--- config.mk ---
export PLATFORM = sky130hd
export DESIGN_NAME = tank_select_encoder_f2_down
export DESIGN_NICKNAME = d
export VERILOG_FILES = /design/src/rtl/tank_select_encoder_f2_down_pkg.sv /design/src/rtl/tank_select_encoder_f2_down_slot_counter.sv /design/src/rtl/tank_select_encoder_f2_down.sv
export SDC_FILE = /design/constraint.sdc
export NUM_CORES = 1
export LEC_CHECK = 0
export CORE_MARGIN = 5
export CORE_UTILIZATION = 49
export CTS_CLUSTER_SIZE = 14
export DETAILED_ROUTE_END_ITERATION = 8
export PLACE_DENSITY = 0.76
export SYNTH_ARGS = -nofsm -noshare
export SYNTH_HDL_FRONTEND = slang
export SYNTH_SLANG_ARGS = --single-unit
--- constraint.sdc ---
create_clock -name clk -period 1.8 [get_ports clk]
set_input_delay 0.45 -clock clk [delete_from_list [all_inputs] [get_ports clk]]
set_output_delay 0.45 -clock clk [all_outputs]
set_load 0.01 [all_outputs]
--- src/rtl/tank_select_encoder_f2_down_pkg.sv ---
// Shared tank-select definitions: FSM state encodings and tank-index width.
// The tank decoders reuse TankW.
package tank_select_encoder_f2_down_pkg;

    localparam int unsigned TankW = 2;

    typedef enum logic [1:0] {
        StIdle = 2'd0,
        StWait = 2'd1,
        StXfer = 2'd2
    } tank_sel_state_e;

endpackage

--- src/rtl/tank_select_encoder_f2_down_slot_counter.sv ---
// Minor-cycle word-slot counter. major_sync forces slot 0 and takes priority
// over a coincident mc_pulse. slot_next/slot_tick let the initiator act on the
// slot value that this cycle's pulse is about to establish.
module tank_slot_counter #(
    parameter int unsigned WORD_W = 5
) (
    input  logic              clk,
    input  logic              rst_n,
    input  logic              mc_pulse,
    input  logic              major_sync,
    output logic [WORD_W-1:0] slot,
    output logic [WORD_W-1:0] slot_next,
    output logic              slot_tick
);

    // Next slot value; wraps naturally at 2**WORD_W.
    always_comb begin
        slot_tick = mc_pulse | major_sync;
        slot_next = slot;
        if (major_sync) begin
            slot_next = '0;
        end else if (mc_pulse) begin
            slot_next = slot + WORD_W'(1);
        end
    end

    // Slot register with synchronous active-low reset.
    always_ff @(posedge clk) begin
        if (!rst_n) begin
            slot <= '0;
        end else begin
            slot <= slot_next;
        end
    end

endmodule

--- src/rtl/tank_select_encoder_f2_down.sv ---
// f2-down tank decoder initiator: latches a tank/word request, waits for the
// word slot to come round, then drives dual-rail address and t_in/t_out for
// exactly one minor cycle.
module tank_select_encoder_f2_down
    import tank_select_encoder_f2_down_pkg::*;
#(
    parameter int unsigned WORD_W = 5
) (
    input  logic              clk,
    input  logic              rst_n,
    input  logic              mc_pulse,
    input  logic              major_sync,
    input  logic              req_valid,
    output logic              req_ready,
    input  logic [TankW-1:0]  req_tank,
    input  logic [WORD_W-1:0] req_word,
    input  logic              req_write,
    output logic              f2_down_f7_pos,
    output logic              f2_down_f7_neg,
    output logic              f2_down_f8_pos,
    output logic              f2_down_f8_neg,
    output logic              f2_down_t_in,
    output logic              f2_down_t_out,
    output logic              busy,
    output logic              done
);

    tank_sel_state_e   state_q, state_d;
    logic [TankW-1:0]  tank_q, tank_d;
    logic [WORD_W-1:0] word_q, word_d;
    logic              write_q, write_d;
    logic              done_d;
    logic              f7_pos_d, f7_neg_d, f8_pos_d, f8_neg_d, t_in_d, t_out_d;
    logic              xfer_d;

    logic [WORD_W-1:0] slot;
    logic [WORD_W-1:0] slot_next;
    logic              slot_tick;

    tank_slot_counter #(
        .WORD_W (WORD_W)
    ) u_slot_counter (
        .clk        (clk),
        .rst_n      (rst_n),
        .mc_pulse   (mc_pulse),
        .major_sync (major_sync),
        .slot       (slot),
        .slot_next  (slot_next),
        .slot_tick  (slot_tick)
    );

    // Next state, request latch and registered-output next values.
    always_comb begin
        state_d = state_q;
        tank_d  = tank_q;
        word_d  = word_q;
        write_d = write_q;
        done_d  = 1'b0;
        unique case (state_q)
            StIdle: begin
                if (req_valid) begin
                    tank_d  = req_tank;
                    word_d  = req_word;
                    write_d = req_write;
                    state_d = StWait;
                end
            end
            StWait: begin
                // Coincidence is pulse-triggered: a slot already equal to the
                // target at accept waits a full circulation.
                if (slot_tick && (slot_next == word_q)) begin
                    state_d = StXfer;
                end
            end
            StXfer: begin
                if (slot_tick) begin
                    state_d = StIdle;
                    done_d  = 1'b1;
                end
            end
            default: state_d = StIdle;
        endcase

        xfer_d   = (state_d == StXfer);
        f7_pos_d = xfer_d &  tank_d[0];
        f7_neg_d = xfer_d & ~tank_d[0];
        f8_pos_d = xfer_d &  tank_d[1];
        f8_neg_d = xfer_d & ~tank_d[1];
        t_in_d   = xfer_d &  write_d;
        t_out_d  = xfer_d & ~write_d;
    end

    // State, latch and output registers; reset aborts any transfer silently.
    always_ff @(posedge clk) begin
        if (!rst_n) begin
            state_q        <= StIdle;
            tank_q         <= '0;
            word_q         <= '0;
            write_q        <= 1'b0;
            done           <= 1'b0;
            f2_down_f7_pos <= 1'b0;
            f2_down_f7_neg <= 1'b0;
            f2_down_f8_pos <= 1'b0;
            f2_down_f8_neg <= 1'b0;
            f2_down_t_in   <= 1'b0;
            f2_down_t_out  <= 1'b0;
        end else begin
            state_q        <= state_d;
            tank_q         <= tank_d;
            word_q         <= word_d;
            write_q        <= write_d;
            done           <= done_d;
            f2_down_f7_pos <= f7_pos_d;
            f2_down_f7_neg <= f7_neg_d;
            f2_down_f8_pos <= f8_pos_d;
            f2_down_f8_neg <= f8_neg_d;
            f2_down_t_in   <= t_in_d;
            f2_down_t_out  <= t_out_d;
        end
    end

    // Status decoded straight from the state register.
    always_comb begin
        busy      = (state_q != StIdle);
        req_ready = (state_q == StIdle);
    end

endmodule

==> run_results.csv, run 1 <==
group,metric,value,unit
layout,number_of_inserted_diodes,0,
global_route,grt_pass1_vias,861,
clock_tree,tritoncts,"yes",
timing,clock_skew,0.0106,ns
timing,finalCritPeriodShare,0.944,
clock_tree,clockRootBuffer,"sky130_fd_sc_hd__clkbuf_4",
layout,final_util,0.703,
route,drt_iter0_drc,8,
power,post-layout-total-power,1.17,mW
timing,layout_min_cycle_time,1.70,ns
timing,slew_headroom,0.730,
worst_setup_path,crit_path_start_kind,"flop",
timing,unrepaired_setup_endpoints_after_global_routing,"false",
timing,tns,0,ns
floorplan,floorplan.die_area,3130,µm²
floorplan,std_cell_rows,16,
timing,final-setup-viol-count,0,
layout,share_of_post_route_cells_with_drive_strength_above_1,0.182,
placement,port_buffers,21,
synth,ys_types,38,
synth,syn-instance-count,112,
layout,final_common_cell,"sky130_fd_sc_hd__dfxtp_1",
route,count_of_nets_left_with_antenna_violations_after_detail_routing,0,
power,cellPowerDensity,842,nW/µm²
route,wl_per_cell,12.9,µm
worst_setup_path,timing.rr.end,"state_q[0]$_SDFF_PN0_",
global_route,maximum_number_of_pins_on_one_net_before_global_route_repair,14,
clock_tree,clk_pin_slew_worst_paths,0.13,ns
clock_tree,cts_inserted_buffers,3,
synth,avgSynthCellArea,9.24,µm²
worst_setup_path,r2r_cells,6,
worst_setup_path,worstReg2RegStart,"u_slot_counter.slot[1]$_SDFF_PN0_",
worst_setup_path,worst-endpoint-required,2.07,ns
timing,hold_violations,0,
floorplan,floorplan.initialDensity,0.522,
worst_setup_path,critical_path_peak_fanout,8,
route,drcViolationCount,0,
synth,syn-cell-area,1030,µm²
clock_tree,cts_hold_buf,0,
job,max_cap_violations,0,
clock_tree,cts_max_path_buffers,2,
layout,num-nets-final,158,
worst_setup_path,worstSetupStartpoint,"u_slot_counter.slot[1]$_SDFF_PN0_",
floorplan,chipWidth,56.0,µm
timing,worstMarginPinSlew,0.403,ns
synth,ys.warnings.count,0,
clock_tree,worstSkewPairLatency,0.31,ns
route,drtPass1Iterations,4,
global_route,grt_antenna_before_repair,0,
layout,layout.cells.most_common_list,"20 x sky130_fd_sc_hd__dfxtp_1, 18 x sky130_fd_sc_hd__clkdlybuf4s50_1, 15 x sky130_fd_sc_hd__nand2_1",
power,ir_worst_vdd,0.697,mV
floorplan,die_h,56.0,µm
timing,finalMaxSlewViolations,0,
layout,register_area,443,µm²
route,routed_wl,2200,µm
worst_setup_path,worst_setup_path_end_kind,"flop",
floorplan,core_area,1980,µm²
worst_setup_path,timing.critical_path.to,"state_q[0]$_SDFF_PN0_",
synth,mappedNetlistNets,126,
synth,synth-seq-cells,22,
route,route.detailed.vias_per_inst,5.20,
synth,share_of_flip_flops_with_an_asynchronous_set_or_reset_after_synthesis,0,
clock_tree,htree_levels,1,
worst_setup_path,crit_type,"flop to flop",
global_route,global_route.usage.total,0.145,
global_route,grt_overflow_total,0,
power,power.static_leakage,0.566,nW
clock_tree,cts_num_sinks,22,
worst_hold_path,timing.hold.worst_path_depth,2,
layout,multiInputGateArea,568,µm²
placement,place_hpwl,1690,µm
layout,syn_to_final_growth,34.7,%
synth,synth-edff-count,0,
floorplan,design.portCount,22,
synth,synth_top_flop_cell,"sky130_fd_sc_hd__dfxtp_1",
worst_setup_path,rrSetupSlack,0.10,ns
worst_setup_path,worstPathArrival,1.97,ns
timing,achievable-frequency,588,MHz
run_status,status,"finished clean",
route,vias,884,
global_route,grt_first_pass_wirelength,3680,µm
worst_hold_path,hold_path_class,"flop to flop",
timing,hold_slack_final,0.487,ns
synth,synth-seq-area-share,0.426,
layout,fillers,157,
placement,gp_congestion,0.834,
==> worst max-delay path: stages (launching register included) <==
cell                      delay, ns
sky130_fd_sc_hd__dfxtp_1       0.36
sky130_fd_sc_hd__ha_1          0.33
sky130_fd_sc_hd__and4b_1       0.24
sky130_fd_sc_hd__a31oi_2       0.21
sky130_fd_sc_hd__o21ai_4       0.13
sky130_fd_sc_hd__o31ai_1       0.27
sky130_fd_sc_hd__a21o_1        0.12
==> logic make-up (layout without fill, tap and decap cells) <==
kind of cell,after synthesis,after routing,share of synthesized area
adder cells (fa/ha/maj),1,1,0.0121
AO/OA/AOI/OAI,21,21,0.148
buffers and inverters,7,38,0.0411
flip-flops,22,22,0.426
multiplexers,7,7,0.0701
XOR/XNOR,6,6,0.0508
AND/OR/NAND/NOR,48,48,0.253
==> cell usage after synthesis (all sizes together), types with 2 or more instances <==
master | instances | share of area
a21boi | 5 | 0.036
a21o | 2 | 0.016
and2 | 2 | 0.012
buf | 3 | 0.027
dfxtp | 22 | 0.43
inv | 3 | 0.011
mux2 | 2 | 0.022
mux2i | 5 | 0.048
nand2 | 15 | 0.054
nand3 | 5 | 0.024
nand3b | 2 | 0.015
nand4 | 3 | 0.030
nor2 | 10 | 0.036
nor2b | 3 | 0.018
o21ai | 4 | 0.030
o22ai | 5 | 0.030
xnor2 | 2 | 0.017
xor2 | 4 | 0.034
==> power by group <==
group	switching [mW]	internal (mW)	leakage, nW
Combinational	0.126	0.129	0.358
Clock	0.150	0.225	0.0279
Sequential	0.0256	0.518	0.180
==> per-layer routing <==
metal	global-route usage	routed length, µm	up-vias	share of wire
met3	0.0650	126	2	0.057
met5	0	0	-	0
met2	0.242	1080	16	0.49
li1	-	-	454	-
met4	0.0339	9	0	0.0041
met1	0.170	983	412	0.45
==> final cells by class <==
| class | count | share of cell area |
|---|---|---|
| Multi-Input combinational cell | 83 | 0.408 |
| Sequential cell | 22 | 0.318 |
| Timing Repair Buffer | 31 | 0.205 |
| Tap cell | 27 | 0.0242 |
| Clock inverter | 1 | 0.0215 |
| Clock buffer | 3 | 0.0162 |
| Inverter | 3 | 0.00808 |
==> worst min path at each step <==
stage / from / to
3_3_place_gp: word_q[3]$_SDFFE_PN0P_ / word_q[3]$_SDFFE_PN0P_
3_5_place_dp: word_q[3]$_SDFFE_PN0P_ / word_q[3]$_SDFFE_PN0P_
2_1_floorplan: word_q[4]$_SDFFE_PN0P_ / word_q[4]$_SDFFE_PN0P_
5_1_grt: word_q[4]$_SDFFE_PN0P_ / word_q[4]$_SDFFE_PN0P_
4_1_cts: word_q[4]$_SDFFE_PN0P_ / word_q[4]$_SDFFE_PN0P_
6_report: word_q[4]$_SDFFE_PN0P_ / word_q[4]$_SDFFE_PN0P_
==> through the flow <==
stage                     std cells  setup slack [ns]  instance area [µm²]
final                           170             0.100                 1390
after global placement          166            -0.270                 1320
after CTS                       170            0.0136                 1380
after global routing            170           0.00603                 1390
after detailed placement        166            -0.337                 1320
after floorplan                 112             0.209                 1030
==> registers in the layout (all words and copies together) (netlist names) <==
signal               count
f2_down_f7_neg           1
f2_down_f7_pos           1
f2_down_t_in             1
word_q                   5
u_slot_counter.slot      5
state_q                  2
f2_down_f8_neg           1
f2_down_f8_pos           1
tank_q                   2
f2_down_t_out            1
done                     1
write_q                  1
==> what timing repair did <==
action                                  4_1_cts  5_1_grt
buffers inserted                              0        0
endpoints found under the setup margin        3        8
resized for setup                             5        4
pin swaps                                     1        1
Note: power is estimated with default switching activity, not from simulation.
==> run 2, diff against run 1 <==
Settings changed: CORE_UTILIZATION 49 to 52, PLACE_DENSITY 0.76 to 0.8.
Clock period 1.8 ns to 2.12 ns, I/O delays scaled along.
==> run 2 against run 1 <==
Count of clock-buffer cells in the layout unchanged; first-iteration DRC count increased by 75%; clock skew decreased by 0.0053 ns; register-to-register slack improved by 0.26 ns; clock power decreased by 14%; total power decreased by 16%; critical path type is now flop to primary output; largest power group unchanged.
==> run_results.csv, run 2 (synthesis results as in run 1) <==
group,metric,value,unit
worst_setup_path,critical_path.n_buffers_inverters,1,
placement,place_hpwl,1630,µm
timing,finalWorstSetupSlack,0.127,ns
worst_setup_path,worst_path_dominant_cell_family,"buffers and inverters",
job,max_cap_violations,0,
placement,gp_congestion,0.741,
timing,finalCritPeriodShare,0.940,
global_route,maximum_number_of_pins_on_one_net_before_global_route_repair,14,
timing,hold_slack_final,0.472,ns
floorplan,floorplan.initialDensity,0.538,
layout,layout.cells.most_common_list,"22 x sky130_fd_sc_hd__dfxtp_1, 21 x sky130_fd_sc_hd__clkdlybuf4s50_1, 15 x sky130_fd_sc_hd__nand2_1",
clock_tree,clockRootBuffer,"sky130_fd_sc_hd__clkbuf_4",
route,count_of_nets_left_with_antenna_violations_after_detail_routing,0,
power,ir_worst_vdd,0.676,mV
floorplan,floorplan.die_area,2980,µm²
worst_setup_path,crit_type,"flop to primary output",
clock_tree,tritoncts,"yes",
route,wl_per_cell,12.7,µm
route,routed_wl,2130,µm
global_route,global_route.usage.total,0.172,
timing,final-setup-viol-count,0,
route,drt_iter0_drc,14,
timing,unrepaired_setup_endpoints_after_global_routing,"false",
layout,num-nets-final,155,
layout,syn_to_final_growth,30.7,%
worst_setup_path,crit_path_start_kind,"flop",
placement,placement.setup.worst_slack,-0.112,ns
power,power.static_leakage,0.536,nW
worst_setup_path,critical_path.slowest_cell,"sky130_fd_sc_hd__clkdlybuf4s50_1",
clock_tree,cts_num_sinks,22,
floorplan,design.portCount,22,
timing,worstMarginPinSlew,0.404,ns
floorplan,chipWidth,54.6,µm
timing,clock_skew,0.00530,ns
floorplan,die_h,54.6,µm
worst_hold_path,hold_path_class,"flop to flop",
layout,number_of_inserted_diodes,0,
clock_tree,cts_inserted_buffers,3,
clock_tree,cts_hold_buf,0,
worst_setup_path,cells_traversed_along_the_worst_timing_path,"nor2_1 > clkdlybuf4s50_1",
layout,reg_top3,"u_slot_counter.slot: 5 flops, word_q: 5 flops",
route,vias,853,
route,drcViolationCount,0,
clock_tree,setup_fix_buffers_added_after_clock_tree_synthesis,0,
layout,final_common_cell,"sky130_fd_sc_hd__dfxtp_1",
global_route,grt_first_pass_wirelength,3660,µm
route,route.detailed.vias_per_inst,5.11,
timing,hold_violations,0,
placement,port_buffers,21,
clock_tree,worstSkewPairLatency,0.31,ns
global_route,grt_pass1_vias,877,
worst_setup_path,worstPathArrival,1.46,ns
timing,slew_headroom,0.730,
clock_tree,cts.repair.resized,0,
clock_tree,clk_pin_slew_worst_paths,0.13,ns
timing,finalMaxSlewViolations,0,
route,drtPass1Iterations,4,
worst_setup_path,critical-path-max-stage-delay,0.57,ns
global_route,grt_antenna_before_repair,0,
run_status,status,"finished clean",
timing,layout_min_cycle_time,1.99,ns
worst_setup_path,worst-endpoint-required,1.59,ns
timing,tns,0,ns
worst_setup_path,worst_setup_path_end_kind,"primary output",
clock_tree,cts_max_path_buffers,2,
layout,fin_area,1350,µm²
layout,share_of_post_route_cells_with_drive_strength_above_1,0.129,
floorplan,core_area,1920,µm²
global_route,grt_overflow_total,0,
worst_setup_path,critical_path_peak_fanout,6,
timing,achievable-frequency,502,MHz
placement,detailed_place.area,1300,µm²
floorplan,std_cell_rows,16,
power,cellPowerDensity,733,nW/µm²
clock_tree,htree_levels,1,
[run 2: report_power, final]
part | internal, mW | switching (mW)
combinational | 0.108 | 0.100
clock | 0.191 | 0.132
sequential | 0.439 | 0.0210
[run 2: worst min-delay path, stage by stage, from the launching register on]
cell and delay [ns]:
sky130_fd_sc_hd__dfxtp_1 0.34, sky130_fd_sc_hd__nand2_1 0.05, sky130_fd_sc_hd__a21boi_1 0.05
[run 2: stage by stage]
step           total power [mW]  utilization  cells
2_1_floorplan             0.593            -    112
3_3_place_gp              0.671        0.676    163
3_5_place_dp              0.677        0.676    163
4_1_cts                    1.00        0.704    167
5_1_grt                    1.05        0.704    167
6_report                  0.992        0.704    167
[run 2: layout make-up]
type                    count  area, µm²
fillers                   170        569
inverters                   3       11.3
repair buffers             28        263
flip-flops and latches     22        440
well taps                  27       33.8
clock inverters             1       30.0
multi-input cells          83        552
clock buffers               3       22.5
[run 2: final timing paths]
kind | slack, ns | to | startpoint | cells past startpoint
hold reg to reg | 0.47 | word_q[4]$_SDFFE_PN0P_ | word_q[4]$_SDFFE_PN0P_ | 2
setup reg to reg | 0.36 | state_q[0]$_SDFF_PN0_ | u_slot_counter.slot[0]$_SDFF_PN0_ | 6
setup / recovery | 0.13 | req_ready | state_q[1]$_SDFF_PN0_ | 2
hold / removal | 0.47 | word_q[4]$_SDFFE_PN0P_ | word_q[4]$_SDFFE_PN0P_ | 2
[run 2: routing by layer]
metal | GRT usage | share of wire
met2 | 0.280 | 0.49
met1 | 0.202 | 0.45
met4 | 0.104 | 0.014
met3 | 0.0409 | 0.051
met5 | 0 | 0
==> run 3, diff against run 2 <==
Settings changed: CTS_CLUSTER_SIZE 14 to not set.
==> results of run 3 <==
Same layout as run 2: the final DEF is identical, and so are final timing and power.
